## src/rtl/mem_requester.sv

```systemverilog
// Single-outstanding command-to-memory requester with a valid/ready
// response, range checking and a saturating error counter.
module mem_requester #(
  parameter int READ_LATENCY = 2
) (
  input  logic        clock,
  input  logic        reset,
  input  logic        cmd_valid,
  output logic        cmd_ready,
  input  logic        cmd_write,
  input  logic [23:0] cmd_addr,
  input  logic [15:0] cmd_wdata,
  output logic        rsp_valid,
  input  logic        rsp_ready,
  output logic [15:0] rsp_rdata,
  output logic        rsp_err,
  output logic        mem_req,
  output logic        mem_read_write,
  output logic [23:0] mem_addr,
  output logic [15:0] mem_wdata,
  input  logic [15:0] mem_rdata,
  output logic [7:0]  err_count
);

  typedef enum logic [2:0] {
    IDLE,
    ISSUE,
    WAIT,
    CAPTURE,
    RESP
  } state_t;

  localparam logic [3:0] WAIT_INIT = 4'(READ_LATENCY - 2);

  state_t      state;
  logic [3:0]  wait_cnt;
  logic        lat_write;
  logic [23:0] lat_addr;
  logic [15:0] lat_wdata;

  assign cmd_ready = (state == IDLE) && !reset;

  // mem_req is the registered strobe; the bus fields are gated by it
  assign mem_read_write = mem_req & lat_write;
  assign mem_addr  = mem_req ? lat_addr  : 24'h0;
  assign mem_wdata = mem_req ? lat_wdata : 16'h0;

  always_ff @(posedge clock) begin
    if (reset) begin
      state     <= IDLE;
      wait_cnt  <= 4'h0;
      lat_write <= 1'b0;
      lat_addr  <= 24'h0;
      lat_wdata <= 16'h0;
      mem_req   <= 1'b0;
      rsp_valid <= 1'b0;
      rsp_rdata <= 16'h0;
      rsp_err   <= 1'b0;
      err_count <= 8'h0;
    end else begin
      unique case (state)
        IDLE: begin
          if (cmd_valid) begin
            lat_write <= cmd_write;
            lat_addr  <= cmd_addr;
            lat_wdata <= cmd_wdata;
            rsp_rdata <= 16'h0;
            if (cmd_addr[23:16] == 8'h00) begin
              state   <= ISSUE;
              mem_req <= 1'b1;
              rsp_err <= 1'b0;
            end else begin
              state     <= RESP;
              rsp_valid <= 1'b1;
              rsp_err   <= 1'b1;
              if (err_count != 8'hFF)
                err_count <= err_count + 8'd1;
            end
          end
        end
        ISSUE: begin
          if (lat_write) begin
            state     <= RESP;
            mem_req   <= 1'b0;
            rsp_valid <= 1'b1;
          end else begin
            state    <= WAIT;
            wait_cnt <= WAIT_INIT;
          end
        end
        WAIT: begin
          if (wait_cnt == 4'h0) begin
            state   <= CAPTURE;
            mem_req <= 1'b0;
          end else begin
            wait_cnt <= wait_cnt - 4'h1;
          end
        end
        CAPTURE: begin
          state     <= RESP;
          rsp_rdata <= mem_rdata;
          rsp_err   <= 1'b0;
          rsp_valid <= 1'b1;
        end
        RESP: begin
          if (rsp_ready) begin
            state     <= IDLE;
            rsp_valid <= 1'b0;
          end
        end
        default: state <= IDLE;
      endcase
    end
  end

endmodule

```

## config.mk

```make
export PLATFORM = sky130hd
export DESIGN_NAME = mem_requester
export DESIGN_NICKNAME = d
export VERILOG_FILES = /design/src/rtl/mem_requester.sv
export SDC_FILE = /design/constraint.sdc
export NUM_CORES = 1
export LEC_CHECK = 0
export CAP_MARGIN = 20
export CORE_MARGIN = 2
export CORE_UTILIZATION = 46
export DETAILED_ROUTE_END_ITERATION = 16
export PLACE_DENSITY = 0.85
export SYNTH_ARGS = -nofsm -noshare
export SYNTH_HDL_FRONTEND = slang
export SYNTH_SLANG_ARGS = --single-unit
```

## constraint.sdc

```tcl
create_clock -name clock -period 3.25 [get_ports clock]
set_clock_uncertainty 0.15 [all_clocks]
set_input_delay 0.65 -clock clock [delete_from_list [all_inputs] [get_ports clock]]
set_output_delay 0.65 -clock clock [all_outputs]
set_load 0.02 [all_outputs]
```

[After elaboration in Yosys (flattened, before gate mapping)]
Index checks and enable logic that the tools add are counted.
Word-level totals
  memory bits (writable): 0
  ROM bits: 0
  bits in latches: 0
  memories: 0
  word-level logic and storage cells: 69
  flip-flop bits (word level): 75
Cells by class
  divide/modulo/power cells: 0
  add/sub/neg operators: 2
  equality and inequality tests: 13
  bitwise gates (word level): 2
  shift operators: 0
  mux-type cells: 26
  $mul: 0
  reductions and logical operators: 16
  $lt $le $gt $ge: 0
Operator list (count)
  two-way mux 16 bit: 2
  case mux 16 bit (2 select lines): 1
  two-way mux 24 bit: 1
  two-way mux 3 bit: 5
  case mux 3 bit (5 select lines): 1
  inequality test 2 bit (second input constant): 7
  two-way mux 1 bit: 10
  AND reduction 5 bit: 2
  adder 8 x 1 -> 8 bit (second input constant): 1
  zero test 8 bit: 1
  two-way mux 4 bit: 2
  inequality test 8 bit (second input constant): 1
  case mux 4 bit (2 select lines): 1
  equality test 3 x 2 -> 1 bit (second input constant): 2
  AND reduction 3 bit: 2
  zero test 4 bit: 1
  case mux 1 bit (4 select lines): 1
  AND reduction 2 bit: 2
  AND reduction 4 bit: 1
  nonzero test 2 bit: 2
  nonzero test 4 bit: 1
  subtractor 4 x 1 -> 4 bit (second input constant): 1
  equality test 3 x 1 -> 1 bit (second input constant): 1
  equality test 3 bit (second input constant): 1
  other kinds (9): 9

[Longest topological paths before layout]
  depth in word-level cells: 4
  gate-level depth with buffers: 7
  depth with buffers taken out: 6

[Worst setup path before layout]
Ideal clock, no wire load.
  path type: input to output
  start point: input reset
  end point: output cmd_ready
  data required time: 2.450 ns
  arrival time: 1.454 ns
  stages on the path: 2
  buffers on the path: 1
  path slack: 0.996 ns
  path through: clkbuf_1 -> nor4_1
Between the ends
  cells in the longest elaborated chain, start to end: 2
Ends and longest elaborated chain
  from (decl): line 7  | input logic reset,
  zero test 1 bit: line 41  | assign cmd_ready = (state == IDLE) && !reset;
  logical AND 1 bit: line 41
  to (decl): line 9  | output logic cmd_ready,
No other way between the ends.

[Worst setup path in the final report]
  start point: register mem_req
  end point: output mem_addr[19]
Between the ends
  cells in the longest elaborated chain, start to end: 1
Ends and longest elaborated chain
  from (decl): line 17  | output logic mem_req,
  from (signal assigned): line 55  | mem_req <= 1'b0;
  from (signal assigned): line 70  | mem_req <= 1'b1;
  from (signal assigned): line 84  | mem_req <= 1'b0;
  two-way mux 24 bit: line 45  | assign mem_addr = mem_req ? lat_addr : 24'h0;
  to (decl): line 19  | output logic [23:0] mem_addr,
No other way between the ends.

==> summary.txt <==
Run status
  – Run status: complete, no violations

CTS
  – # hold bufs at CTS: 0
  – Max Buffers Root-to-Sink: 2
  – Clk Tree Root Cell: sky130_fd_sc_hd__clkbuf_8
  – Clock network latency to the later pin of the worst-skew pair: 0.33 ns
  – Post CTS Setup Buffer Count: 0
  – TritonCTS clock tree: done
  – Count of cells resized by post-cts repair: 0
  – Clock Sink Count: 75
  – TritonCTS Buffers: 9
  – Number of levels the H-tree was split into: 3
  – Clk pin slew, worst setup/hold paths: 0.07 ns

Final layout
  – Number of fill cells: 556
  – Flip-flop and latch area: 0.00150 mm^2
  – Layout-stage area growth over the synthesis result: 48.4%
  – Final design area excluding fillers: 0.00463 mm^2
  – Fraction of layout instances using a drive strength above 1: 5.50%
  – Diode count: 0
  – Post-layout net count: 569
  – Multi-input logic area: 0.00150 mm^2

Synth
  – Avg Cell Area, Syn: 8.07 um^2
  – Seq cells post-synth: 75
  – Yosys warns: 0
  – Number of nets in the synthesized netlist: 451
  – Top area cells in the synthesized netlist: sky130_fd_sc_hd__dfxtp_1 (48%), sky130_fd_sc_hd__nand2_1 (10%), sky130_fd_sc_hd__a21oi_1 (9.1%), sky130_fd_sc_hd__and2_1 (8.2%), sky130_fd_sc_hd__a22oi_1 (3.8%)
  – Asr flop ratio synth: 0%
  – Distinct cell type count after synthesis: 34
  – Cell with the most instances after synthesis: sky130_fd_sc_hd__nand2_1
  – Number of flops mapped to enable cells by yosys: 0
  – Most used flip-flop cell after synthesis: sky130_fd_sc_hd__dfxtp_1
  – Synth cell count leaders: sky130_fd_sc_hd__nand2_1 (87), sky130_fd_sc_hd__dfxtp_1 (75), sky130_fd_sc_hd__a21oi_1 (57), sky130_fd_sc_hd__and2_1 (41)
  – Cells after Synth: 387
  – Fraction of synthesized cell area taken by the top area cell type: 48.1%
  – Cell area after synthesis: 0.00312 mm^2
  – Fraction of the yosys area taken by sequential cells: 48.1%
  – Top cell type by total area after synthesis: sky130_fd_sc_hd__dfxtp_1

Floorplanning
  – I/O pin total: 130
  – Die Area: 0.00746 mm^2
  – Die width: 86.4 um
  – Rows: 30
  – Area of the core region: 0.00668 mm^2
  – Initial core utilization: 46.7%
  – Die height: 86.4 um

Timing
  – Unrepaired setup endpoints after global routing: no
  – Final Cycle Share: 83.3%
  – Final number of max-transition violations: 0
  – Achievable clock frequency: 369 MHz
  – Period minus WS final: 2.71 ns
  – Summed negative setup slack over all endpoints: 0 ns
  – Final hold viol count: 0
  – Transition time of the tightest slew-check pin: 0.776 ns
  – Worst-case headroom to the max-slew limit: 48.3%
  – Final worst slack: 0.543 ns
  – Setup violations, final: 0

Routing
  – Antenna viol nets, final: 0
  – Sum of routed wire length over all layers: 8.09 mm
  – Wire length per cell: 13.7 um
  – DR DRC count: 0
  – Count of routing violations after the opening detailed-route iteration: 169
  – Drt pass-1 iters: 6
  – Vias after detailed routing: 3105
  – Via/cell ratio: 5.27

Critical path
  – CP Data Arrival Time: 1.91 ns
  – Critical path destination: mem_addr[19]
  – Launch instance of the worst register-to-register path: state[0]$_SDFFE_PP0P_
  – CP Max Fanout: 32
  – Slack of the worst reg-to-reg path: 0.97 ns
  – Critical Path Start Type: register
  – Setup Crit Path Kind: register to output pin
  – Crit end category: output pin
  – Capture instance of the worst register-to-register path: rsp_rdata[5]$_SDFFE_PP0P_
  – Worst setup path startpoint: mem_req$_SDFFE_PP0P_
  – Endpoint required time on the critical path: 2.45 ns
  – Length in cells of the worst reg-to-reg path: 5

Global routing
  – First-pass GRT wire length: 13.3 mm
  – Antenna violations before repair: 0
  – Maximum number of pins on one net before global-route repair: 76
  – Total congestion overflow after global routing: 0
  – Aggregate global-route resource usage: 22.3%
  – Vias in the first global route: 2962

Pwr
  – Switching power as a share of total power: 23.9%
  – Peak VDD IR: 0.316 mV
  – Clk network pwr share: 35.2%
  – Static Leak: 0.00170 uW
  – Switching power summed over all nets: 440 uW
  – Sequential group share of total power: 53.2%
  – Combinational cell fraction of total power: 11.6%
  – Int Pwr: 1400 uW
  – PwrDens: 398 mW/mm^2

Place
  – Quantity of I/O buffers inserted on ports: 129
  – Pre-CTS setup slack: 0.470 ns
  – Placed Instance Area: 0.00446 mm^2
  – Dpl hpwl: 5.57 mm
  – Gp weighted congestion: 0.754

Flow run
  – Max-cap viol count: 0

Hold path
  – Type of the worst min-delay path: register to register
[metal layers]
layer | share of wire, % | wire, um | up-vias | GRT usage, %
met3 | 7.9 | 637 | 16 | 7.24
li1 | - | - | 1537 | -
met1 | 42 | 3390 | 1443 | 27.1
met4 | 2.0 | 165 | 0 | 9.66
met5 | 0 | 0 | - | 0
met2 | 48 | 3900 | 109 | 36.0
[worst max-delay path, stage by stage (launching register included)]
cell and delay [ns]:
sky130_fd_sc_hd__dfxtp_1 0.57, sky130_fd_sc_hd__buf_12 0.22, sky130_fd_sc_hd__and2_1 0.15, sky130_fd_sc_hd__clkdlybuf4s50_1 0.63
[through the flow]
stage | utilization (%) | std cells | hold WS, ns | total power (uW)
after floorplan | - | 387 | 0.282 | 1100
after global placement | 66.7 | 574 | 0.287 | 1210
after detailed placement | 66.7 | 574 | 0.292 | 1220
after CTS | 69.4 | 589 | 0.302 | 1860
after global routing | 69.4 | 589 | 0.319 | 1940
final | 69.4 | 589 | 0.301 | 1840
[cell type report]
type | instances | share of cell area (%)
inverters | 4 | 0.324
flip-flops and latches | 75 | 32.4
multi-input cells | 280 | 32.3
clock buffers | 13 | 3.64
well taps | 80 | 2.16
repair buffers | 135 | 29.0
clock inverters | 2 | 0.216
[flip-flops by register name, indices dropped and copies added (netlist names)]
signal and cells:
mem_req 1, state 3, err_count 8, rsp_valid 1, lat_write 1, rsp_rdata 16
rsp_err 1, lat_wdata 16, lat_addr 24, wait_cnt 4
[placed cells by master, fill, tap and decap left out, drive strengths merged, types with 2 or more instances in the layout]
master / Yosys / final
clkdlybuf4s50: 0 / 128
nand2: 87 / 87
dfxtp: 75 / 75
a21oi: 57 / 57
and2: 41 / 41
nor2: 23 / 23
a22oi: 16 / 16
clkbuf: 23 / 13
o21ai: 8 / 8
or3: 7 / 7
buf: 5 / 7
or4: 6 / 6
nand3: 5 / 5
o31ai: 5 / 5
inv: 4 / 4
ha: 3 / 3
and3b: 2 / 2
or3b: 2 / 2
nor3: 2 / 2
nand3b: 2 / 2
clkinv: 0 / 2
nor4b: 2 / 2
[how the worst min path moves through the flow]
stage	start	endpoint	cells past startpoint
floorplan	lat_addr[0]$_SDFFE_PP0P_	lat_addr[0]$_SDFFE_PP0P_	2
global placement	lat_wdata[15]$_SDFFE_PP0P_	lat_wdata[15]$_SDFFE_PP0P_	2
detailed placement	lat_wdata[1]$_SDFFE_PP0P_	lat_wdata[1]$_SDFFE_PP0P_	2
CTS	lat_wdata[1]$_SDFFE_PP0P_	lat_wdata[1]$_SDFFE_PP0P_	2
global route	lat_addr[12]$_SDFFE_PP0P_	lat_addr[12]$_SDFFE_PP0P_	2
finish	lat_wdata[13]$_SDFFE_PP0P_	lat_wdata[13]$_SDFFE_PP0P_	2
[logic make-up after synthesis]
group	share of synthesized area, %
adders and majority gates	1.20
DFF	48.1
buffers and inverters	4.05
AOI/OAI and AO/OA	16.9
muxes	0.321
and+or+nand+nor	29.4
[power by group through the flow]
stage | Clock [uW] | Combinational [uW] | Sequential, uW
after floorplan | 0 | 100 | 1000
after global placement | 0 | 209 | 999
after detailed placement | 0 | 214 | 1000
after CTS | 668 | 215 | 981
after global routing | 715 | 236 | 988
final | 650 | 213 | 981
Power figures use the tool's default switching activity.
